==> src/rtl/mem_arbiter_if.sv <==
// Request/response and byte-RAM bus bundle between IF/LSB, the memory arbiter and RAM/IO.
// slave is the arbiter side; master is the requester/RAM side.
interface mem_arbiter_if #(
    parameter int unsigned ADDR_W = 32,
    parameter int unsigned DATA_W = 32
);
    logic              IF_S;
    logic [ADDR_W-1:0] IF_pc;
    logic              IF_success;
    logic [DATA_W-1:0] IF_inst;

    logic              LSB_S;
    logic              LSB_op;
    logic [ADDR_W-1:0] LSB_pc;
    logic [1:0]        LSB_len;
    logic [DATA_W-1:0] LSB_wdata;
    logic              LSB_success;
    logic [DATA_W-1:0] LSB_rdata;

    logic [7:0]        mem_din;
    logic [7:0]        mem_dout;
    logic [ADDR_W-1:0] mem_a;
    logic              mem_wr;

    modport slave (
        input  IF_S, IF_pc, LSB_S, LSB_op, LSB_pc, LSB_len, LSB_wdata, mem_din,
        output IF_success, IF_inst, LSB_success, LSB_rdata, mem_dout, mem_a, mem_wr
    );

    modport master (
        output IF_S, IF_pc, LSB_S, LSB_op, LSB_pc, LSB_len, LSB_wdata, mem_din,
        input  IF_success, IF_inst, LSB_success, LSB_rdata, mem_dout, mem_a, mem_wr
    );
endinterface

==> src/rtl/mem_arbiter.sv <==
// Byte-wide RAM port arbiter: serialises IF word fetches and LSB 1/2/4-byte
// loads/stores into byte cycles, LSB has priority over IF.
module mem_arbiter #(
    parameter int unsigned       ADDR_W  = 32,
    parameter int unsigned       DATA_W  = 32,
    parameter logic [ADDR_W-1:0] IO_BASE = ADDR_W'(32'h30000)
) (
    input  logic         clk,
    input  logic         rst,
    input  logic         rdy,
    input  logic         clr,
    input  logic         io_buffer_full,
    mem_arbiter_if.slave bus
);
    localparam int unsigned NB    = DATA_W / 8;
    localparam int unsigned CNT_W = 3;

    typedef enum logic [1:0] {IDLE, READ, WRITE} state_t;

    state_t            state;
    logic [CNT_W-1:0]  cnt;
    logic [CNT_W-1:0]  len_n;
    logic [ADDR_W-1:0] addr;
    logic [DATA_W-1:0] wdata;
    logic [DATA_W-1:0] rbuf;
    logic              for_if;
    logic              stall_d;
    logic [7:0]        din_hold;

    logic              lsb_ok;
    logic [CNT_W-1:0]  lsb_n;
    logic [7:0]        rd_byte;
    logic [7:0]        wr_byte;
    logic [DATA_W-1:0] rbuf_next;

    // Stores to IO are held back while the IO write buffer is full.
    assign lsb_ok = bus.LSB_S &&
                    !(bus.LSB_op && (bus.LSB_pc >= IO_BASE) && io_buffer_full);

    // The RAM keeps clocking during a freeze, so the byte due at the first
    // frozen edge is parked in din_hold and consumed on the resume edge.
    assign rd_byte = stall_d ? din_hold : bus.mem_din;

    always_comb begin
        lsb_n = CNT_W'(4);
        case (bus.LSB_len)
            2'b00:   lsb_n = CNT_W'(1);
            2'b01:   lsb_n = CNT_W'(2);
            default: lsb_n = CNT_W'(4);
        endcase
    end

    // Byte lane steering: read byte cnt-2 lands in the buffer, write byte cnt goes out.
    always_comb begin
        rbuf_next = rbuf;
        wr_byte   = 8'h00;
        for (int unsigned i = 0; i < NB; i++) begin
            if (CNT_W'(cnt - CNT_W'(2)) == CNT_W'(i)) rbuf_next[8*i +: 8] = rd_byte;
            if (cnt == CNT_W'(i)) wr_byte = wdata[8*i +: 8];
        end
    end

    always_ff @(posedge clk or negedge rst) begin
        if (!rst) begin
            state           <= IDLE;
            cnt             <= '0;
            len_n           <= '0;
            addr            <= '0;
            wdata           <= '0;
            rbuf            <= '0;
            for_if          <= 1'b0;
            stall_d         <= 1'b0;
            din_hold        <= 8'h00;
            bus.IF_success  <= 1'b0;
            bus.IF_inst     <= '0;
            bus.LSB_success <= 1'b0;
            bus.LSB_rdata   <= '0;
            bus.mem_dout    <= 8'h00;
            bus.mem_a       <= '0;
            bus.mem_wr      <= 1'b0;
        end else begin
            stall_d         <= !rdy;
            bus.IF_success  <= 1'b0;
            bus.LSB_success <= 1'b0;
            if (!rdy) begin
                if (!stall_d) din_hold <= bus.mem_din;
                bus.mem_wr <= 1'b0;
            end else begin
                case (state)
                    IDLE: begin
                        if (!clr && lsb_ok) begin
                            addr      <= bus.LSB_pc;
                            len_n     <= lsb_n;
                            wdata     <= bus.LSB_wdata;
                            for_if    <= 1'b0;
                            rbuf      <= '0;
                            cnt       <= CNT_W'(1);
                            bus.mem_a <= bus.LSB_pc;
                            if (bus.LSB_op) begin
                                state        <= WRITE;
                                bus.mem_dout <= bus.LSB_wdata[7:0];
                                bus.mem_wr   <= 1'b1;
                            end else begin
                                state      <= READ;
                                bus.mem_wr <= 1'b0;
                            end
                        end else if (!clr && bus.IF_S) begin
                            addr       <= bus.IF_pc;
                            len_n      <= CNT_W'(4);
                            for_if     <= 1'b1;
                            rbuf       <= '0;
                            cnt        <= CNT_W'(1);
                            bus.mem_a  <= bus.IF_pc;
                            bus.mem_wr <= 1'b0;
                            state      <= READ;
                        end
                    end
                    READ: begin
                        if (clr) begin
                            state <= IDLE;
                            cnt   <= '0;
                        end else begin
                            if (cnt < len_n) bus.mem_a <= addr + ADDR_W'(cnt);
                            if (cnt >= CNT_W'(2)) rbuf <= rbuf_next;
                            if (cnt == CNT_W'(len_n + CNT_W'(1))) begin
                                state <= IDLE;
                                cnt   <= '0;
                                if (for_if) begin
                                    bus.IF_success <= 1'b1;
                                    bus.IF_inst    <= rbuf_next;
                                end else begin
                                    bus.LSB_success <= 1'b1;
                                    bus.LSB_rdata   <= rbuf_next;
                                end
                            end else begin
                                cnt <= cnt + CNT_W'(1);
                            end
                        end
                    end
                    WRITE: begin
                        // Committed store: runs to completion regardless of clr.
                        if (cnt < len_n) begin
                            bus.mem_a    <= addr + ADDR_W'(cnt);
                            bus.mem_dout <= wr_byte;
                            bus.mem_wr   <= 1'b1;
                            cnt          <= cnt + CNT_W'(1);
                        end else begin
                            bus.mem_wr      <= 1'b0;
                            bus.LSB_success <= 1'b1;
                            state           <= IDLE;
                            cnt             <= '0;
                        end
                    end
                    default: state <= IDLE;
                endcase
            end
        end
    end
endmodule

==> src/flat_wrapper.sv <==
// flat-port wrapper written by rule: the top's interface ports become plain ports
module mem_arbiter_flat 
#(
    parameter int unsigned       ADDR_W  = 32,
    parameter int unsigned       DATA_W  = 32,
    parameter logic [ADDR_W-1:0] IO_BASE = ADDR_W'(32'h30000)
)
  (clk, rst, rdy, clr, io_buffer_full, bus_IF_S, bus_IF_pc, bus_LSB_S, bus_LSB_op, bus_LSB_pc, bus_LSB_len, bus_LSB_wdata, bus_mem_din, bus_IF_success, bus_IF_inst, bus_LSB_success, bus_LSB_rdata, bus_mem_dout, bus_mem_a, bus_mem_wr);
  mem_arbiter_if #(.ADDR_W(ADDR_W), .DATA_W(DATA_W)) bus_i ();
  input  logic clk;
  input  logic rst;
  input  logic rdy;
  input  logic clr;
  input  logic io_buffer_full;
  input wire logic [$bits(bus_i.IF_S)-1:0] bus_IF_S;
  input wire logic [$bits(bus_i.IF_pc)-1:0] bus_IF_pc;
  input wire logic [$bits(bus_i.LSB_S)-1:0] bus_LSB_S;
  input wire logic [$bits(bus_i.LSB_op)-1:0] bus_LSB_op;
  input wire logic [$bits(bus_i.LSB_pc)-1:0] bus_LSB_pc;
  input wire logic [$bits(bus_i.LSB_len)-1:0] bus_LSB_len;
  input wire logic [$bits(bus_i.LSB_wdata)-1:0] bus_LSB_wdata;
  input wire logic [$bits(bus_i.mem_din)-1:0] bus_mem_din;
  output wire logic [$bits(bus_i.IF_success)-1:0] bus_IF_success;
  output wire logic [$bits(bus_i.IF_inst)-1:0] bus_IF_inst;
  output wire logic [$bits(bus_i.LSB_success)-1:0] bus_LSB_success;
  output wire logic [$bits(bus_i.LSB_rdata)-1:0] bus_LSB_rdata;
  output wire logic [$bits(bus_i.mem_dout)-1:0] bus_mem_dout;
  output wire logic [$bits(bus_i.mem_a)-1:0] bus_mem_a;
  output wire logic [$bits(bus_i.mem_wr)-1:0] bus_mem_wr;
  assign bus_i.IF_S = bus_IF_S;
  assign bus_i.IF_pc = bus_IF_pc;
  assign bus_i.LSB_S = bus_LSB_S;
  assign bus_i.LSB_op = bus_LSB_op;
  assign bus_i.LSB_pc = bus_LSB_pc;
  assign bus_i.LSB_len = bus_LSB_len;
  assign bus_i.LSB_wdata = bus_LSB_wdata;
  assign bus_i.mem_din = bus_mem_din;
  assign bus_IF_success = bus_i.IF_success;
  assign bus_IF_inst = bus_i.IF_inst;
  assign bus_LSB_success = bus_i.LSB_success;
  assign bus_LSB_rdata = bus_i.LSB_rdata;
  assign bus_mem_dout = bus_i.mem_dout;
  assign bus_mem_a = bus_i.mem_a;
  assign bus_mem_wr = bus_i.mem_wr;
  mem_arbiter #(.ADDR_W(ADDR_W), .DATA_W(DATA_W), .IO_BASE(IO_BASE)) u_core (.clk(clk), .rst(rst), .rdy(rdy), .clr(clr), .io_buffer_full(io_buffer_full), .bus(bus_i));
endmodule
==> config.mk <==
export PLATFORM = sky130hd
export DESIGN_NAME = mem_arbiter_flat
export DESIGN_NICKNAME = d
export VERILOG_FILES = /design/src/rtl/mem_arbiter_if.sv /design/src/rtl/mem_arbiter.sv /design/src/flat_wrapper.sv
export SDC_FILE = /design/constraint.sdc
export NUM_CORES = 1
export LEC_CHECK = 0
export BUFFER_PORTS_ARGS = -buffer_cell sky130_fd_sc_hd__buf_2
export CORE_ASPECT_RATIO = 1.4
export CORE_MARGIN = 3
export CORE_UTILIZATION = 50
export DETAILED_ROUTE_END_ITERATION = 7
export GPL_TIMING_DRIVEN = 0
export PLACE_DENSITY_LB_ADDON = 0.05
export SLEW_MARGIN = 20
export SYNTH_ARGS = -nofsm -noshare
export SYNTH_HDL_FRONTEND = slang
export SYNTH_SLANG_ARGS = --single-unit
==> constraint.sdc <==
create_clock -name clk -period 2.8 [get_ports clk]
set_input_delay 0.14 -clock clk [delete_from_list [all_inputs] [get_ports clk]]
set_output_delay 0.14 -clock clk [all_outputs]
set_load 0.01 [all_outputs]
==> summary.txt, run 1 <==
Run status
  – Outcome: finished, final reports clean

Global route
  – Gr ovfl total: 0
  – Initial antenna violation count: 1
  – First-pass GRT wire length: 52100 um
  – Gr usage total: 26.4%
  – Number of global-route vias before repair: approximately 9500
  – Largest net degree at the start of global routing: 96

STA
  – Endpoints failing setup: 0
  – RSZ-0062 raised after global routing: false
  – Least-Margin Pin Slew: 1.03 ns
  – Rel. slew slack: 29.2%
  – Skew final: 0.0196 ns
  – Max Fclk: 378 MHz
  – Fin. Hold Viols: 0
  – Tmin final: 2.65 ns
  – Fin crit share: 94.6%
  – Final worst slack: 0.152 ns
  – Max-slew violation count: 0

Clock network
  – Post-CTS Setup Bufs: 0
  – CTS H-tree depth: 1
  – Num CTS Buffers: 23
  – # clock sinks: 221
  – Worst skew pair latency: 0.51 ns
  – TritonCTS clock tree: done
  – Clock Tree Buf Depth: 3
  – Clock transition at the registers of the reported paths: approximately 0.07 ns
  – Root buffer cell: clkbuf_16

Power
  – Peak VDD IR: 0.000575 V
  – Final Total Pwr: 14.0 mW
  – Pleak: 6.78 nW
  – Power per cell area: 968 mW/mm2

Synthesis
  – Synth top area cells: dfrtp_1 49%, mux2_2 13%, o31ai_1 3.2%
  – Register bit count reported by yosys: 221
  – Synth top cells by count: 221 x dfrtp_1, 135 x mux2_2, 66 x nand2_1, 54 x o21ai_0, 49 x o31ai_1
  – Mapped Area: 0.0113 mm2
  – Post-synth top flop: dfrtp_1
  – Post-synth ARST share: 100%
  – Net count after synthesis: between 1000 and 1500
  – Post-Synthesis Cells: 994
  – Post-synth top area cell: dfrtp_1
  – Post-synth cell types: 69
  – Yosys warnings: 0
  – Sequential-to-total area share from yosys stat: 48.8%
  – Synth top area share: 48.8%
  – Most numerous cell in the Yosys netlist: dfrtp_1
  – Post-synth EDFFs: 0
  – Mean post-synth cell area: 11.4 um2

Die
  – Die area: roughly 0.025 mm2
  – Die Wd: 133 um
  – Overall die height: between 150 and 200 um
  – Core box area: 0.0221 mm2
  – Initial core utilization: 51.3%
  – # IOs: approximately 220
  – Row count: 64

Placement
  – I/O Buffers: ~220
  – Cells after DPL: 1511
  – DP Area: 0.0129 mm2
  – Gp weighted congestion: about 0.86
  – Pre-CTS WS: -0.194 ns
  – Hpwl dp: roughly 24000 um

Hold path
  – Tightest Hold Check Type: input pin to flop
  – Worst hold start: bus_LSB_pc[11]

Final layout
  – Area of the multi-input gates: about 0.0054 mm2
  – Antenna cell count: 0
  – Final Non-Filler Cells: 1621
  – Synthesis-to-finish area growth: 27.2%
  – Register area: 0.00553 mm2
  – Filler cells: 1825
  – Fin nets: 1440
  – Layout cells sized above 1: 34.7%
  – Design area: 0.0144 mm2

Worst setup path
  – Crit path DAT: 3.04 ns
  – Worst r2r src: u_core.cnt[2]$_DFFE_PN0P_
  – Critical Path Source: u_core.cnt[2]$_DFFE_PN0P_
  – Crit. End Element: flop
  – CP max FO: 10
  – Critical Path RT: roughly 3.2 ns
  – CP startpoint kind: flop
  – WS Path Type: flop to flop

Detailed routing
  – Final wirelength: ~33000 um
  – Via-per-instance ratio: 5.81
  – 1st-pass router iterations: 5
  – Wire per inst: 20.1 um
  – Final ANT Viol Nets: 0
  – DR iter-0 viols: 602
  – DRC Markers: 0
  – Total number of vias: 9411

Job
  – Maxcap violations: 0
worst max-delay path, stage by stage (launching register included):
cell	delay [ns]
dfrtp_1	0.50
ha_1	0.42
nand3_1	0.26
and2_1	0.22
buf_2	0.22
nor4_2	0.26
mux2_2	0.38
o221a_2	0.26
sequential cells by signal, indices dropped and copies added (netlist names), 8 cells and up:
name / flops
u_core.addr: 32
u_core.bus.IF_inst: 32
u_core.bus.LSB_rdata: 32
u_core.bus.mem_a: 32
u_core.rbuf: 32
u_core.wdata: 32
u_core.bus.mem_dout: 8
u_core.din_hold: 8
layout make-up:
| cell class | count | share of cell area (%) |
|---|---|---|
| Timing Repair Buffer | 291 | 12.9 |
| Clock buffer | 29 | 4.56 |
| Sequential cell | 221 | 38.4 |
| Inverter | 21 | 0.547 |
| Buffer | 68 | 2.24 |
| Multi-Input combinational cell | 682 | 37.6 |
| Clock inverter | 12 | 1.15 |
| Tap cell | 297 | 2.58 |
timing repair:
action / CTS / global route
hold endpoints to repair: 192 / 0
hold buffers: 71 / 0
cloned: 0 / 0
gates resized for setup: 3 / 11
pin swaps: 0 / 1
endpoints found under the setup margin: 21 / 35
where the power goes:
part | internal, mW | leakage [nW] | switching [mW]
sequential | 4.40 | 2.68 | 0.877
combinational | 2.41 | 3.69 | 2.97
clock | 2.03 | 0.411 | 1.28
total | 8.83 | 6.78 | 5.12
placed cells by master (no fill, tap or decap), types with 6 or more instances in the layout:
cell type,netlist,routed
a211oi_1,17,17
a21o_1,18,18
a21oi_1,21,21
a221o_1,18,18
a22o_1,32,32
a31oi_1,9,9
and3_1,18,18
and4_1,6,6
buf_2,22,239
clkbuf_1,43,36
clkbuf_16,0,23
clkbuf_8,0,6
clkinv_2,0,6
dfrtp_1,221,219
dlygate4sd3_1,0,71
ha_1,17,17
inv_1,19,19
mux2_1,7,7
mux2_2,135,135
mux2_4,8,8
mux2i_1,24,24
nand2_1,66,65
nand2b_1,17,17
nand3_1,16,16
nand4_1,12,12
nor2_1,25,25
nor2b_1,7,7
nor3_1,15,15
nor4_1,13,13
o211ai_1,8,8
o21a_1,6,6
o21ai_0,54,54
o31ai_1,49,49
xor2_1,8,8
worst paths after layout:
path / cells after the start / endpoint / slack [ns]
min in group asynchronous: 2 / u_core.bus.LSB_rdata[13]$_DFFE_PN0P_ / 0.09
max in group asynchronous: 4 / u_core.wdata[16]$_DFFE_PN0P_ / 1.50
min: 3 / u_core.bus.mem_a[11]$_DFFE_PN0P_ / 0.009
max: 7 / u_core.bus.mem_a[29]$_DFFE_PN0P_ / 0.15
min reg2reg: 1 / u_core.bus.IF_inst[18]$_DFFE_PN0P_ / 0.50
max reg2reg: 7 / u_core.bus.mem_a[29]$_DFFE_PN0P_ / 0.15
per-layer routing:
layer  track usage [%]  share of wire (%)
met5                 0              0.021
met4              6.59                2.0
met3              2.87                5.4
met2              49.0                 53
met1              33.1                 40
per-stage QoR:
stage          hold WS [ns]  utilization, %  setup TNS (ns)
5_1_grt              0.0139            65.2               0
3_5_place_dp         0.0391            58.2           -1.77
2_1_floorplan        -0.156               -               0
6_report            0.00912            65.2               0
4_1_cts             0.00108            65.2               0
3_3_place_gp          0.372            57.9         -515.47
cell families (layout without fill, tap and decap cells):
| logic type | count (synthesis) | count (layout) | share of synthesized area [%] |
|---|---|---|---|
| AO/OA/AOI/OAI | 260 | 260 | 16.6 |
| flip-flops | 221 | 221 | 48.8 |
| AND/OR/NAND/NOR | 216 | 216 | 10.5 |
| multiplexers | 174 | 174 | 17.3 |
| buffers and inverters | 91 | 421 | 3.55 |
| adder cells (fa/ha/maj) | 18 | 18 | 2.05 |
| XOR/XNOR | 14 | 14 | 1.21 |
(Power assumes the default switching activity.)
==> run 2, diff against run 1 <==
--- a/config.mk
+++ b/config.mk
@@ -12,6 +12,7 @@
 export DETAILED_ROUTE_END_ITERATION = 7
 export GPL_TIMING_DRIVEN = 0
 export PLACE_DENSITY_LB_ADDON = 0.05
+export RECOVER_POWER = 25
 export SLEW_MARGIN = 20
 export SYNTH_ARGS = -nofsm -noshare
 export SYNTH_HDL_FRONTEND = slang
==> summary.txt, run 2 (synthesis results as in run 1) <==
Power
  – Peak VDD IR: 0.000575 V (about the same)
  – Power per cell area: 970 mW/mm2 (+0.24%)
  – Final Total Pwr: 14.0 mW (about the same)
  – Pleak: 6.73 nW (-0.74%)

STA
  – Max-slew violation count: 0 (unchanged)
  – Skew final: 0.0183 ns (-0.00127 ns)
  – Fin crit share: 94.7% (about the same)
  – Endpoints failing setup: 0 (unchanged)
  – Least-Margin Pin Slew: 1.26 ns (+0.224 ns)
  – Tmin final: 2.65 ns (+0.00251 ns)
  – Fin. Hold Viols: 0 (unchanged)
  – RSZ-0062 raised after global routing: false
  – Rel. slew slack: 16.2% (-13 points)
  – Max Fclk: 377 MHz (about the same)

Worst setup path
  – Reg2Reg Depth: 7 (unchanged)
  – R2R Path End: u_core.bus.mem_a[29]$_DFFE_PN0P_
  – CP startpoint kind: flop
  – CP max FO: 10 (unchanged)
  – Worst r2r src: u_core.cnt[2]$_DFFE_PN0P_
  – Crit path DAT: 3.04 ns (about the same)
  – Crit. End Element: flop
  – Critical Path RT: 3.19 ns (about the same)
  – WS Path Type: flop to flop
  – Reg2Reg Setup Slack: 0.15 ns (about the same)

Die
  – Core box area: 0.0221 mm2 (unchanged)
  – Row count: 64 (unchanged)
  – # IOs: 221 (unchanged)
  – Die Wd: 133 um (unchanged)
  – Die area: 0.0245 mm2 (unchanged)
  – Overall die height: 184 um (unchanged)
  – Initial core utilization: 51.3% (unchanged)

Global route
  – Largest net degree at the start of global routing: 96 (unchanged)
  – First-pass GRT wire length: 52100 um (unchanged)
  – Initial antenna violation count: 1 (unchanged)
  – Gr ovfl total: 0 (unchanged)
  – Gr usage total: 26.4% (unchanged)
  – Number of global-route vias before repair: 9511 (unchanged)

Clock network
  – Worst skew pair latency: 0.51 ns (about the same)
  – # clock sinks: 221 (unchanged)
  – Clock transition at the registers of the reported paths: 0.07 ns (about the same)
  – Root buffer cell: clkbuf_16
  – Clock Tree Buf Depth: 3 (unchanged)
  – TritonCTS clock tree: done
  – CTS H-tree depth: 1 (unchanged)
  – Num CTS Buffers: 23 (unchanged)
  – Post-CTS Setup Bufs: 0 (unchanged)

Placement
  – I/O Buffers: 218 (unchanged)
  – DP Area: 0.0129 mm2 (unchanged)
  – Gp weighted congestion: 0.862 (unchanged)
  – Hpwl dp: 23700 um (unchanged)

Detailed routing
  – 1st-pass router iterations: 5 (unchanged)
  – Final wirelength: 32700 um (+0.25%)
  – Final ANT Viol Nets: 0 (unchanged)
  – DRC Markers: 0 (unchanged)
  – Via-per-instance ratio: 5.81 (about the same)
  – Total number of vias: 9420 (+0.096%)
  – DR iter-0 viols: 576 (-4.3%)
  – Wire per inst: 20.2 um (+0.25%)

Hold path
  – Worst hold start: bus_LSB_pc[11]
  – WHS Path Cells: 3 (unchanged)
  – Tightest Hold Check Type: input pin to flop
  – Hold Path End: u_core.bus.mem_a[11]$_DFFE_PN0P_

Final layout
  – Register area: 0.00553 mm2 (unchanged)
  – Antenna cell count: 0 (unchanged)
  – Synthesis-to-finish area growth: 26.9%
  – Commonest non-fill, non-tap cells in the layout: 228 x buf_2, 219 x dfrtp_1, 135 x mux2_2
  – Layout cells sized above 1: 33.9% (-0.83 points)
  – Commonest non-fill, non-tap cell in the layout: buf_2
  – Filler cells: 1836 (+0.60%)
  – Fin nets: 1440 (unchanged)
  – Design area: 0.0144 mm2 (-0.23%)
  – Area of the multi-input gates: 0.00542 mm2 (unchanged)

Job
  – Maxcap violations: 0 (unchanged)

Run status
  – Outcome: finished, final reports clean
run 2: power by group:
part           leakage (nW)  switching [mW]  internal (mW)
sequential             2.68           0.888           4.40
combinational          3.64            2.97           2.39
clock                 0.411            1.28           2.03
total                  6.73            5.14           8.82
run 2: worst max path at each step:
stage / from / slack [ns] / end
5_1_grt: u_core.cnt[1]$_DFFE_PN0P_ / 0.02 / u_core.bus.mem_a[30]$_DFFE_PN0P_
2_1_floorplan: u_core.cnt[0]$_DFFE_PN0P_ / 0.40 / u_core.bus.mem_a[30]$_DFFE_PN0P_
4_1_cts: u_core.state[0]$_DFFE_PN0P_ / 0.04 / u_core.bus.mem_a[22]$_DFFE_PN0P_
3_3_place_gp: rst / -2.36 / u_core.wdata[20]$_DFFE_PN0P_
3_5_place_dp: u_core.state[0]$_DFFE_PN0P_ / -0.19 / u_core.bus.mem_a[12]$_DFFE_PN0P_
6_report: u_core.cnt[2]$_DFFE_PN0P_ / 0.15 / u_core.bus.mem_a[29]$_DFFE_PN0P_
run 2: final cells by class:
class / instances / area share (%)
Inverter: 21 / 0.548
Buffer: 68 / 2.24
Timing Repair Buffer: 291 / 12.7
Sequential cell: 221 / 38.5
Clock buffer: 29 / 4.57
Clock inverter: 12 / 1.16
Tap cell: 297 / 2.58
Multi-Input combinational cell: 682 / 37.7
run 2: routing by layer:
layer / GRT usage [%] / wire length [um]
met5: 0 / 7
met2: 49.0 / 17400
met3: 2.87 / 1660
met1: 33.1 / 13000
met4: 6.59 / 630
run 2: per-stage QoR:
step	std cells	setup TNS [ns]	hold slack [ns]	setup WS, ns	util (%)
5_1_grt	1621	0	0.0139	0.0200	65.1
3_3_place_gp	1509	-515.47	0.372	-2.36	57.9
6_report	1621	0	0.00491	0.149	65.1
4_1_cts	1622	0	0.00108	0.0444	65.2
2_1_floorplan	994	0	-0.156	0.398	-
3_5_place_dp	1511	-1.77	0.0391	-0.194	58.2
run 2: critical path, cell delays in order, from the launching register on:
cell     delay, ns
dfrtp_1       0.50
ha_1          0.42
nand3_1       0.26
and2_1        0.22
buf_2         0.22
nor4_2        0.26
mux2_2        0.38
o221a_2       0.26
run 2: timing repair:
action | CTS | global route
gates cloned | 0 | 0
endpoints found under the setup margin | 21 | 35
endpoints found under the hold margin | 192 | 0
hold buffers | 71 | 0
resized for setup | 3 | 11
pin swaps | 0 | 1
==> run 3, diff against run 2 <==
==> constraint.sdc (replaced) <==
create_clock -name clk -period 2.4 [get_ports clk]
set_input_delay 0.12 -clock clk [delete_from_list [all_inputs] [get_ports clk]]
set_output_delay 0.12 -clock clk [all_outputs]
set_load 0.01 [all_outputs]
==> summary.txt, run 3 (synthesis results as in run 1) <==
Worst setup path
  – Crit path DAT: 2.77 ns (-0.27 ns)
  – Delay-heaviest family, CP: multiplexers
  – CP max FO: 9 (-1)
  – Critical Path Source: u_core.stall_d$_DFF_PN0_
  – Crit path cell chain: clkbuf_1 -> mux2i_1 -> o21ai_0 -> mux2_2
  – Reg2Reg Depth: 4 (-3)
  – Crit. End Element: flop
  – Worst path slowest cell: mux2i_1
  – WS Path Type: flop to flop
  – CP startpoint kind: flop
  – Critical path's largest stage delay: 0.80 ns (+0.30 ns)
  – Reg2Reg Setup Slack: 0.02 ns (-0.13 ns)
  – R2R Path End: u_core.bus.LSB_rdata[24]$_DFFE_PN0P_
  – Buffers & Inverters on Critical Path: 1 (unchanged)
  – Worst r2r src: u_core.stall_d$_DFF_PN0_
  – Critical Path RT: 2.79 ns (-0.40 ns)

Clock network
  – CTS H-tree depth: 1 (unchanged)
  – Clock transition at the registers of the reported paths: 0.07 ns (about the same)
  – # clock sinks: 221 (unchanged)
  – Root buffer cell: clkbuf_16
  – TritonCTS clock tree: done
  – Worst skew pair latency: 0.51 ns (about the same)
  – Clock Tree Buf Depth: 3 (unchanged)
  – Num CTS Buffers: 22 (-4.3%)

Run status
  – Outcome: finished, final reports clean

STA
  – RSZ-0062 raised after global routing: true
  – Tmin final: 2.38 ns (-0.270 ns)
  – Skew final: 0.0104 ns (-0.00797 ns)
  – Endpoints failing setup: 0 (unchanged)
  – Max Fclk: 420 MHz (+11%)
  – Fin Setup TNS: 0 ns (unchanged)
  – Least-Margin Pin Slew: 1.24 ns (-0.0153 ns)
  – Final worst slack: 0.0191 ns (-0.130 ns)
  – Fin crit share: 99.2% (+4.5 points)
  – Fin. Hold Viols: 0 (unchanged)
  – Rel. slew slack: 17.3% (+1.0 points)
  – Max-slew violation count: 0 (unchanged)

Placement
  – I/O Buffers: 218 (unchanged)
  – Gp weighted congestion: 0.871 (+1.0%)
  – Hpwl dp: 23600 um (about the same)
  – Cells after DPL: 1511 (unchanged)
  – Pre-CTS WS: -0.541 ns (-0.346 ns)

Hold path
  – WHS Path Cells: 3 (unchanged)
  – Hold Path End: u_core.addr[3]$_DFFE_PN0P_
  – Tightest Hold Check Type: input pin to flop
  – Worst hold start: bus_IF_pc[3]

Detailed routing
  – 1st-pass router iterations: 5 (unchanged)
  – DRC Markers: 0 (unchanged)
  – Wire per inst: 20.1 um (-0.71%)
  – Total number of vias: 9472 (+0.55%)
  – Final ANT Viol Nets: 0 (unchanged)
  – Final wirelength: 32900 um (+0.57%)
  – Via-per-instance ratio: 5.77 (-0.73%)
  – DR iter-0 viols: 563 (-2.3%)

Final layout
  – Final Non-Filler Cells: 1642 (+1.3%)
  – Commonest non-fill, non-tap cells in the layout: 228 x buf_2, 218 x dfrtp_1, 135 x mux2_2
  – Fin nets: 1460 (+1.4%)
  – Final Util: 66.9% (+1.8 points)
  – Synthesis-to-finish area growth: 30.3%
  – Commonest non-fill, non-tap cell in the layout: buf_2
  – Layout cells sized above 1: 38.0% (+4.1 points)

Global route
  – First-pass GRT wire length: 52200 um (+0.33%)
  – Number of global-route vias before repair: 9758 (+2.6%)
  – Gr ovfl total: 0 (unchanged)
  – Initial antenna violation count: 2 (+1)
  – Gr usage total: 26.5% (+0.066 points)
  – Largest net degree at the start of global routing: 98 (+2.1%)

Die
  – Overall die height: 184 um (unchanged)
  – Die Wd: 133 um (unchanged)
  – Core box area: 0.0221 mm2 (unchanged)
  – Row count: 64 (unchanged)
  – Die area: 0.0245 mm2 (unchanged)
  – # IOs: 221 (unchanged)
  – Initial core utilization: 51.3% (unchanged)

Power
  – Peak VDD IR: 0.000621 V (+7.9%)
  – Pleak: 6.93 nW (+2.9%)
  – Power per cell area: 1110 mW/mm2 (+15%)

Job
  – Maxcap violations: 0 (unchanged)
## run 3: worst max path at each step
stage                                                end  cells past startpoint
global placement            u_core.wdata[20]$_DFFE_PN0P_                      1
detailed placement      u_core.bus.mem_a[10]$_DFFE_PN0P_                      9
CTS                 u_core.bus.LSB_rdata[13]$_DFFE_PN0P_                      4
floorplan               u_core.bus.mem_a[12]$_DFFE_PN0P_                      8
finish              u_core.bus.LSB_rdata[24]$_DFFE_PN0P_                      4
global route          u_core.bus.IF_inst[25]$_DFFE_PN0P_                      4
## run 3: per-stage QoR
step	cell area, um2	hold WS (ns)	power (mW)
6_report	14800	0.0127	16.4
5_1_grt	14800	0.0151	17.5
4_1_cts	14600	0.00220	16.3
3_5_place_dp	12900	0.0188	12.3
3_3_place_gp	12800	0.353	12.2
2_1_floorplan	11400	-0.176	10.1
## run 3: area by class of cell
type / count / area [um2]
fillers: 1823 / 7320
plain buffers: 65 / 344
clock buffers: 30 / 662
multi-input cells: 682 / 5620
flip-flops and latches: 221 / 5530
diodes: 1 / 2.50
well taps: 297 / 372
repair buffers: 315 / 2070
inverters: 21 / 78.8
clock inverters: 10 / 100
## run 3: repair_timing
action,in CTS,in global routing
buffers inserted,5,12
endpoints found under the setup margin,141,170
endpoints found under the hold margin,200,0
resized for setup,32,47
pin swaps,3,5
hold buffers,78,0
## run 3: where the power goes
part / internal, mW / leakage (nW) / switching (mW)
sequential: 5.13 / 2.68 / 1.05
combinational: 3.08 / 3.86 / 3.58
clock: 2.15 / 0.387 / 1.47
total: 10.4 / 6.93 / 6.10
## run 3: worst register-to-register path, cell delays in order (launching register included)
cell	delay, ns
dfrtp_1	0.32
clkbuf_1	0.46
mux2i_1	0.80
o21ai_0	0.34
mux2_2	0.34
## run 3: per-layer routing
metal	GRT usage [%]	part of all wire (%)	vias to the layer above
met1	32.5	40	4691
met4	8.97	3.1	2
met3	3.44	4.6	65
met5	0	0.036	-
li1	-	-	4427
met2	48.2	52	287
